## src/rtl/alu_operand_regfile.sv

```systemverilog
// -----------------------------------------------------------------------------
// alu_operand_regfile
//
// Operand register file sitting between the register array and the 8-bit ALU.
// Two combinational read ports supply ALU input1/input2. The ALU result
// (Output/Zero) comes back as a writeback that is first captured into a
// one-entry pending stage and committed into the array on the following edge.
// While the pending stage is valid its value is forwarded to both readers, so
// a captured result is visible immediately after its capture edge.
//
// Ports
//   CLK        in   rising-edge clock
//   Reset      in   asynchronous, active-high reset
//   raddr_a    in   [AW-1:0] read address, operand A (ALU input1)
//   raddr_b    in   [AW-1:0] read address, operand B (ALU input2)
//   rdata_a    out  [DW-1:0] operand A data, combinational
//   rdata_b    out  [DW-1:0] operand B data, combinational
//   wb_en      in   capture wb_data into the pending stage this edge
//   wb_addr    in   [AW-1:0] writeback destination register
//   wb_data    in   [DW-1:0] ALU Output
//   wb_zero    in   ALU Zero
//   flag_en    in   capture wb_zero into zero_flag this edge
//   stall      in   blocks capture of wb_* and flag; commit still proceeds
//   zero_flag  out  registered Zero flag for branch logic
//   pend_valid out  pending writeback not yet committed
// -----------------------------------------------------------------------------
module alu_operand_regfile #(
  parameter int AW = 2,
  parameter int DW = 8
) (
  input  logic          CLK,
  input  logic          Reset,
  input  logic [AW-1:0] raddr_a,
  input  logic [AW-1:0] raddr_b,
  output logic [DW-1:0] rdata_a,
  output logic [DW-1:0] rdata_b,
  input  logic          wb_en,
  input  logic [AW-1:0] wb_addr,
  input  logic [DW-1:0] wb_data,
  input  logic          wb_zero,
  input  logic          flag_en,
  input  logic          stall,
  output logic          zero_flag,
  output logic          pend_valid
);

  localparam int NREG = 1 << AW;

  logic [DW-1:0] regs_q [NREG];
  logic [DW-1:0] regs_d [NREG];
  logic          pend_valid_q, pend_valid_d;
  logic [AW-1:0] pend_addr_q,  pend_addr_d;
  logic [DW-1:0] pend_data_q,  pend_data_d;
  logic          zero_flag_q,  zero_flag_d;

  logic capture;
  assign capture = wb_en && !stall;

  // Next-state logic. Commit uses the *current* pending entry, so a capture to
  // the same address on the same edge lands in the pending stage while the
  // array receives the older value.
  always_comb begin
    // NOTE: every combinational output gets a default first so no path can
    // leave it unassigned and infer a latch.
    regs_d       = regs_q;
    pend_valid_d = capture;
    pend_addr_d  = pend_addr_q;
    pend_data_d  = pend_data_q;
    zero_flag_d  = zero_flag_q;

    if (pend_valid_q) begin
      regs_d[pend_addr_q] = pend_data_q;
    end

    // wb_addr/wb_data are only sampled on a real capture, keeping X's on an
    // idle or stalled bus out of the pending stage.
    if (capture) begin
      pend_addr_d = wb_addr;
      pend_data_d = wb_data;
    end

    if (flag_en && !stall) begin
      zero_flag_d = wb_zero;
    end
  end

  // NOTE: the array is reset along with the control state because a reset
  // must leave every register reading as zero, not merely invalidate entries.
  always_ff @(posedge CLK or posedge Reset) begin
    if (Reset) begin
      // NOTE: state is updated with non-blocking assignments so every register
      // samples pre-edge values regardless of statement order.
      for (int i = 0; i < NREG; i++) begin
        regs_q[i] <= '0;
      end
      pend_valid_q <= 1'b0;
      pend_addr_q  <= '0;
      pend_data_q  <= '0;
      zero_flag_q  <= 1'b0;
    end else begin
      for (int i = 0; i < NREG; i++) begin
        regs_q[i] <= regs_d[i];
      end
      pend_valid_q <= pend_valid_d;
      pend_addr_q  <= pend_addr_d;
      pend_data_q  <= pend_data_d;
      zero_flag_q  <= zero_flag_d;
    end
  end

  // Reads depend only on registered state, never on same-cycle wb_data, which
  // keeps the regfile -> ALU -> regfile path free of combinational loops.
  assign rdata_a = (pend_valid_q && (pend_addr_q == raddr_a)) ? pend_data_q : regs_q[raddr_a];
  assign rdata_b = (pend_valid_q && (pend_addr_q == raddr_b)) ? pend_data_q : regs_q[raddr_b];

  assign zero_flag  = zero_flag_q;
  assign pend_valid = pend_valid_q;

endmodule
```

## config.mk

```make
export PLATFORM = sky130hd
export DESIGN_NAME = alu_operand_regfile
export DESIGN_NICKNAME = d
export VERILOG_FILES = /design/src/rtl/alu_operand_regfile.sv
export SDC_FILE = /design/constraint.sdc
export NUM_CORES = 1
export LEC_CHECK = 0
export ABC_CLOCK_PERIOD_IN_PS = 3600
export BUFFER_PORTS_ARGS = -buffer_cell sky130_fd_sc_hd__clkbuf_2
export CORE_MARGIN = 2
export CORE_UTILIZATION = 50
export CTS_CLUSTER_DIAMETER = 120
export DETAILED_ROUTE_END_ITERATION = 7
export PLACE_DENSITY = 0.74
export SLEW_MARGIN = 15
export SYNTH_ARGS = -nofsm -noshare
export SYNTH_HDL_FRONTEND = slang
export SYNTH_SLANG_ARGS = --single-unit
```

## constraint.sdc

```tcl
create_clock -name CLK -period 3.6 [get_ports CLK]
set_input_delay 0.18 -clock CLK [delete_from_list [all_inputs] [get_ports CLK]]
set_output_delay 0.18 -clock CLK [all_outputs]
set_load 0.005 [all_outputs]
```

; Word level (Yosys, flattened, before mapping)
; Cells that the tools add are included.
[word_totals]
regBits = 44
input_bits = 20
[classes]
eq_ne = 2
magnitude_cmp = 4
bitwise = 3
mux = 11
reduce_logical = 6
[ops]
columns = cell, n
row1 = two-way mux 8 bit, 7
row2 = binary-select mux 8 bit (select 2 bit), 2
row3 = bitwise mux 32 bit, 1
row4 = demux 8 bit (select 2 bit), 1
row5 = "greater-or-equal comparator 3 bit, second input constant", 3
row6 = NOT 2 -> 3 bit, 3
row7 = logical AND 1 bit, 5
row8 = == test 2 bit, 2
row9 = "less-than comparator 3 x 1 -> 1 bit, second input constant", 1
row10 = logical NOT 1 bit, 1

; Depth between registers and ports, before layout
; Gate-level depths: netlist (run 1).
[logic_depth]
depth_word = 6
mapped_depth = 4
mapped_depth_nobuf = 3

; Worst setup path after synthesis (run 1)
; Ideal clock, no wire load.
[synth_path]
kind = flip-flop to output port
startpoint = register pend_addr_q[1]
endpoint = output port rdata_a[0]
arrival_ns = 1.231
stages_incl_launch_ff = 5
slack_ns = 2.189
path_cell_list = dfrtp_1 -> buf_6 -> xnor2_1 -> nand3_4 -> mux2_4
[synth_between]
elab_chain_len = 3
[synth_rtl]
columns = element, line
row1 = "start, declared", 52  ; logic [AW-1:0] pend_addr_q, pend_addr_d;
row2 = "start signal, assigned", 105  ; pend_addr_q <= pend_addr_d;
row3 = == test 2 bit, 113  ; assign rdata_a = (pend_valid_q && (pend_addr_q == raddr_a)) ? pend_data_q : regs_q[raddr_a];
row4 = logical AND 1 bit, 113
row5 = two-way mux 8 bit, 113
row6 = "end, declared", 35  ; output logic [DW-1:0] rdata_a,
; No other way between the ends.

; Worst setup path after layout (run 1)
[layout_path]
startpoint = register pend_addr_q[0]
endpoint = output port rdata_a[3]
; The elaborated chain is that of the path after synthesis.

==> results of run 1 <==
## per-stage QoR
stage	instance area (um2)	power, mW	instances	setup WS (ns)	hold WS (ns)
6_report	2700	1.89	232	1.62	-0.00804
2_1_floorplan	2400	1.32	140	2.19	0.332
5_1_grt	2700	2.00	232	1.53	0.0462
3_5_place_dp	2590	1.53	224	1.92	0.336
3_3_place_gp	2590	1.46	224	1.95	0.314
4_1_cts	2700	1.90	232	1.61	0.00846
## cell usage after synthesis, types with 2 or more instances
| library cell | count | area share |
|---|---|---|
| mux2_2 | 43 | 0.20 |
| mux4_2 | 16 | 0.15 |
| xnor2_1 | 2 | 0.0073 |
| buf_4 | 2 | 0.0062 |
| buf_6 | 5 | 0.023 |
| nand3b_1 | 2 | 0.0062 |
| xnor2_2 | 2 | 0.014 |
| nand3_4 | 2 | 0.015 |
| nor2b_1 | 2 | 0.0052 |
| dfrtp_1 | 44 | 0.46 |
| mux2_4 | 16 | 0.10 |
## cells in the final DEF, fill, tap and decap left out
cell type	instances
mux2_2	43
nand3_4	2
mux4_2	16
nor2b_1	2
dfrtp_1	44
xnor2_2	2
clkinv_2	1
bufinv_16	1
buf_4	1
clkinvlp_4	1
inv_1	1
nand3_1	1
mux2_4	16
nand3b_1	2
clkbuf_2	37
xnor2_1	2
clkbuf_8	5
nor3b_4	1
## power by group
| group | internal [mW] | total (mW) | switching [mW] |
|---|---|---|---|
| Clock | 0.205 | 0.378 | 0.172 |
| Sequential | 0.682 | 0.840 | 0.157 |
| Combinational | 0.473 | 0.671 | 0.198 |
## worst max-delay path, delay by kind of cell, from the launching register on
family / cells / cell delay (ns)
flip-flops: 1 / 0.52
multiplexers: 1 / 0.37
XOR/XNOR: 1 / 0.26
AND/OR/NAND/NOR: 1 / 0.23
buffers and inverters: 1 / 0.12
## worst paths after layout
kind	endpoint	slack, ns
worst max-delay path	rdata_a[3]	1.62
worst min-delay path	pend_data_q[6]	-0.008
worst max register to register	regs_q[3]	1.96
worst min register to register	zero_flag	0.51
max in group asynchronous	regs_q[19]	3.22
min in group CLK	pend_data_q[0]	0.11
## routing by layer
layer	GRT usage	routed length (um)
met3	0.0494	165
met5	0	0
met2	0.342	2500
met1	0.247	2030
met4	0.0929	102
## flip-flops by register name, indices dropped and copies added, names as in the netlist
signal,count
regs_q,32
pend_data_q,8
pend_addr_q,2
pend_valid,1
zero_flag,1
## cells by family after synthesis
logic type | count (synthesis) | synth area share
mux | 75 | 0.452
flops | 44 | 0.458
buf+inv | 9 | 0.0333
simple gates | 8 | 0.0359
xor+xnor | 4 | 0.0208
## layout make-up
cell class | instances | area [um2] | share of cell area
clock buffer | 5 | 68.8 | 0.0255
inverter | 1 | 3.75 | 0.00139
multi-input combinational | 87 | 1220 | 0.453
sequential | 44 | 1100 | 0.408
timing repair buffer | 38 | 193 | 0.0714
tap | 54 | 67.6 | 0.0250
clock inverter | 3 | 42.5 | 0.0158
==> reports/metrics.csv, run 1 <==
stage;metric;value;unit
route;drtAntennaViolNets;0;
die;rows;25;
min_path;holdCritPathClass;in2async;
logic_synthesis;synth_warnings;0;
logic_synthesis;synth_nets;160;
finish;fill_cells;377;
sta;post-route-period-util;0.549;
route;routed_wl;4790;um
sta;finalCriticalPeriod;1.98;ns
logic_synthesis;syn_inst;140;
sta;fmax;0.506;GHz
sta;finClkSkew;0.00833;ns
pwr;powerDensity;700;nW/um2
setup_path;critPathCaptureType;output pin;
setup_path;start_kind;flop;
clocking;cts_made_buffers;5;
grt;overflow;0;
pwr;leakage;1.22;nW
logic_synthesis;syn_area;2400;um2
run_status;violations;negative hold slack;
placed_design;gp_congestion;0.712;
setup_path;crit_fanout;8;
grt;grt_max_degree;45;
pwr;peakVddDrop;292;uV
route;wl_per_cell;20.7;um
route;dr.first_iter.drc_count;58;
setup_path;worstSetupStartpoint;pend_addr_q[0];
die;die-area;5380;um2
clocking;cts.clk_slew.worst_paths;0.08;ns
placed_design;port_buffers;37;
setup_path;crit_path_cell_trace;xnor2_2 > nand3_4 > mux2_4 > clkbuf_2;
setup_path;worstSetupPathType;reg2out;
setup_path;reg2reg_depth;2;
clocking;cts.hold.buffers_added;0;
sta;tns;0;ns
route;vias_per_cell;5.92;
finish;n_antenna_cell;0;
clocking;numClockSinks;44;
finish;fin_util;0.575;
finish;nets;197;
grt;grtUsageTotal;0.203;
sta;relSlewSlack;0.308;
clocking;cts_max_path_buffers;2;
finish;layout-drive-gt1-share;0.708;
route;route.vias.total;1373;
logic_synthesis;synth_edf_count;0;
logic_synthesis;synth.distinct_cells;15;
logic_synthesis;synthFlopType;dfrtp_1;
clocking;clk_latency;0.30;ns
route;drcViolationCount;0;
die;die_w;73.3;um
logic_synthesis;synth.yosys.seq_area_share;0.458;
clocking;cts-root-buf;clkbuf_8;
logic_synthesis;async_flop_share;1.00;
finish;synthToLayoutAreaGrowth;12.3;%
clocking;ctsResizeCount;0;
clocking;cts_max_level;2;
die;start_util;0.512;
grt;grt_pass1_wl;7890;um
die;core;4690;um2
sta;setup_viol;0;
die;ioPinCount;38;
job;max-cap-violations;0;
grt;antenna_found_initial;0;
setup_path;critical-path-slowest-cell;dfrtp_1;
grt;grt_pass1_vias;1534;
logic_synthesis;avgSynthCellArea;17.2;um2
sta;whs;-0.00804;ns
setup_path;cp_data_arrival_time;1.80;ns
placed_design;hpwl;3300;um
sta;tightest_slew;1.04;ns
setup_path;slowest_delay;0.52;ns
logic_synthesis;synth-seq-cells;44;
run_status;status;finished, violations left;
clocking;cts_tree;yes;
die;die_y;73.3;um
sta;rsz0062_at_grt;no;
sta;finalHoldViolCount;13;
setup_path;worstReg2RegStart;pend_addr_q[0];
sta;finalMaxSlewViolations;0;
clocking;post_cts_buffers;0;
setup_path;required;3.42;ns
route;drt_first_pass_iters;4;
(Power assumes the default switching activity.)
==> inputs of run 2 (changes only) <==
--- a/config.mk
+++ b/config.mk
@@ -5,13 +5,13 @@
 export SDC_FILE = /design/constraint.sdc
 export NUM_CORES = 1
 export LEC_CHECK = 0
-export ABC_CLOCK_PERIOD_IN_PS = 3600
+export ABC_CLOCK_PERIOD_IN_PS = 1800
 export BUFFER_PORTS_ARGS = -buffer_cell sky130_fd_sc_hd__clkbuf_2
 export CORE_MARGIN = 2
 export CORE_UTILIZATION = 50
 export CTS_CLUSTER_DIAMETER = 120
 export DETAILED_ROUTE_END_ITERATION = 7
-export PLACE_DENSITY = 0.74
+export PLACE_DENSITY = 0.77
 export SLEW_MARGIN = 15
 export SYNTH_ARGS = -nofsm -noshare
 export SYNTH_HDL_FRONTEND = slang
==> constraint.sdc (replaced) <==
create_clock -name CLK -period 1.8 [get_ports CLK]
set_input_delay 0.09 -clock CLK [delete_from_list [all_inputs] [get_ports CLK]]
set_output_delay 0.09 -clock CLK [all_outputs]
set_load 0.005 [all_outputs]
==> run 2 against run 1 <==
  * The run now ends clean
  * Sequential share of layout area decreased by 1.5 points
  * Sequential power increased by 98%
  * Utilization increased by 2.3 points
  * Largest cell class unchanged
  * Largest power group unchanged
==> reports/metrics.csv, run 2 (synthesis results as in run 1) <==
stage;metric;value;unit
die;die_y;73.3;um
pwr;leakage;1.28;nW
route;routed.top_layer;met4;
die;start_util;0.512;
sta;rsz0062_at_grt;yes;
setup_path;critPathCaptureType;output pin;
sta;finalMaxSlewViolations;0;
setup_path;required;1.71;ns
clocking;cts-root-buf;clkbuf_8;
sta;fmax;0.574;GHz
grt;antenna_found_initial;0;
clocking;cts_max_level;2;
run_status;status;finished clean;
setup_path;worstSetupPathType;reg2out;
finish;design_area;2810;um2
die;core;4690;um2
finish;final_common_cell;mux2_2;
setup_path;crit_fanout;8;
finish;largest_register_ffs;32;
clocking;clk_latency;0.29;ns
route;route.vias.total;1370;
die;die_w;73.3;um
clocking;cts_max_path_buffers;2;
finish;largest_registers;regs_q x32, pend_data_q x8, pend_addr_q x2;
route;drcViolationCount;0;
grt;overflow;0;
finish;fin_util;0.598;
sta;setup_viol;0;
finish;nets;209;
placed_design;port_buffers;37;
setup_path;cp_data_arrival_time;1.65;ns
placed_design;placed_area;2650;um2
route;dr.first_iter.drc_count;81;
setup_path;start_kind;flop;
pwr;powerDensity;1350;nW/um2
sta;finClkSkew;0.00700;ns
grt;grt_max_degree;45;
grt;grt_pass1_wl;7640;um
finish;mostFrequentLayoutCells;43 x mux2_2, 42 x dfrtp_1, 37 x clkbuf_2, 16 x mux4_2, 16 x mux2_4;
setup_path;slowest_delay;0.45;ns
sta;finalHoldViolCount;0;
placed_design;gp_congestion;0.809;
finish;layout-drive-gt1-share;0.742;
route;drt_first_pass_iters;5;
grt;grtUsageTotal;0.196;
die;ioPinCount;38;
clocking;cts_made_buffers;5;
setup_path;crit_path_cell_trace;xnor2_2 > nand3_4 > mux2_4 > clkbuf_2;
clocking;numClockSinks;44;
die;die-area;5380;um2
setup_path;critical-path-slowest-cell;dfrtp_2;
finish;top_register;regs_q;
sta;tightest_slew;0.554;ns
finish;fill_cells;350;
route;wl_per_cell;18.7;um
sta;relSlewSlack;0.631;
grt;grt_pass1_vias;1525;
die;rows;25;
finish;n_antenna_cell;0;
min_path;holdCritPathClass;in2reg;
placed_design;hpwl;3240;um
job;max-cap-violations;0;
route;wl_met1;1880;um
route;drtAntennaViolNets;0;
clocking;cts.clk_slew.worst_paths;0.08;ns
sta;finalCriticalPeriod;1.74;ns
route;vias_per_cell;5.61;
sta;whs;0.0209;ns
clocking;cts_tree;yes;
pwr;p_total;3.78;mW
route;dr_wl_met3;134;um
finish;synthToLayoutAreaGrowth;16.9;%
route;met2_length;2520;um
sta;post-route-period-util;0.968;
route;routed_wl;4570;um
pwr;peakVddDrop;537;uV
[run 2: changes by cell type in the layout (fill, tap and decap cells not counted)]
cell / change
buf_4: +11
dfrtp_1: -2
dfrtp_2: +2
dlygate4sd3_1: +1
xnor2_1: -2
xnor2_2: +2
[run 2: area by class of cell]
type / count / area, um2 / share of cell area
Inverter: 1 / 3.75 / 0.00134
Multi-Input combinational cell: 87 / 1240 / 0.440
Sequential cell: 44 / 1100 / 0.393
Clock inverter: 3 / 42.5 / 0.0152
Clock buffer: 5 / 68.8 / 0.0245
Tap cell: 54 / 67.6 / 0.0241
Timing Repair Buffer: 50 / 285 / 0.102
[run 2: power by group]
part           switching, mW  total [mW]  internal, mW
Clock                  0.323       0.733         0.410
Combinational          0.412        1.39         0.973
Sequential             0.293        1.66          1.37
Total                   1.03        3.78          2.75
[run 2: per-layer routing]
layer  global-route usage  vias up
met5                    0        -
met4               0.0626        0
met3               0.0453        2
met2                0.349       29
met1                0.236      708
li1                     -      631
[run 2: worst paths after layout]
path                            slack [ns]            from        endpoint  cells past startpoint
worst max-delay path                  0.06  pend_addr_q[1]      rdata_a[2]                      4
worst min-delay path                  0.02      wb_data[6]  pend_data_q[6]                      2
worst max register to register        0.34  pend_addr_q[0]      regs_q[29]                      4
worst min register to register        0.51       zero_flag       zero_flag                      1
max in group asynchronous             0.94           Reset  pend_addr_q[0]                      4
min in group asynchronous             0.46           Reset  pend_data_q[0]                      4
[run 2: metrics by stage]
stage               TNS (ns)  setup slack [ns]  std cells
floorplan                  0             0.464        140
global placement           0             0.303        233
detailed placement         0             0.228        233
CTS                        0            0.0279        244
global route         -0.0836           -0.0195        244
finish                     0            0.0570        244
[run 2: critical path: cells and delay by family (launching register included)]
| family | cells | cell delay (ns) |
|---|---|---|
| flip-flops | 1 | 0.45 |
| multiplexers | 1 | 0.36 |
| XOR/XNOR | 1 | 0.21 |
| AND/OR/NAND/NOR | 1 | 0.22 |
| buffers and inverters | 1 | 0.11 |
[run 2: repair_timing]
item,4_1_cts,5_1_grt
hold endpoints to repair,44,0
hold buffers,1,0
pin swaps,4,3
gates resized for setup,4,0
buffers inserted,2,0
setup endpoints to repair,16,10
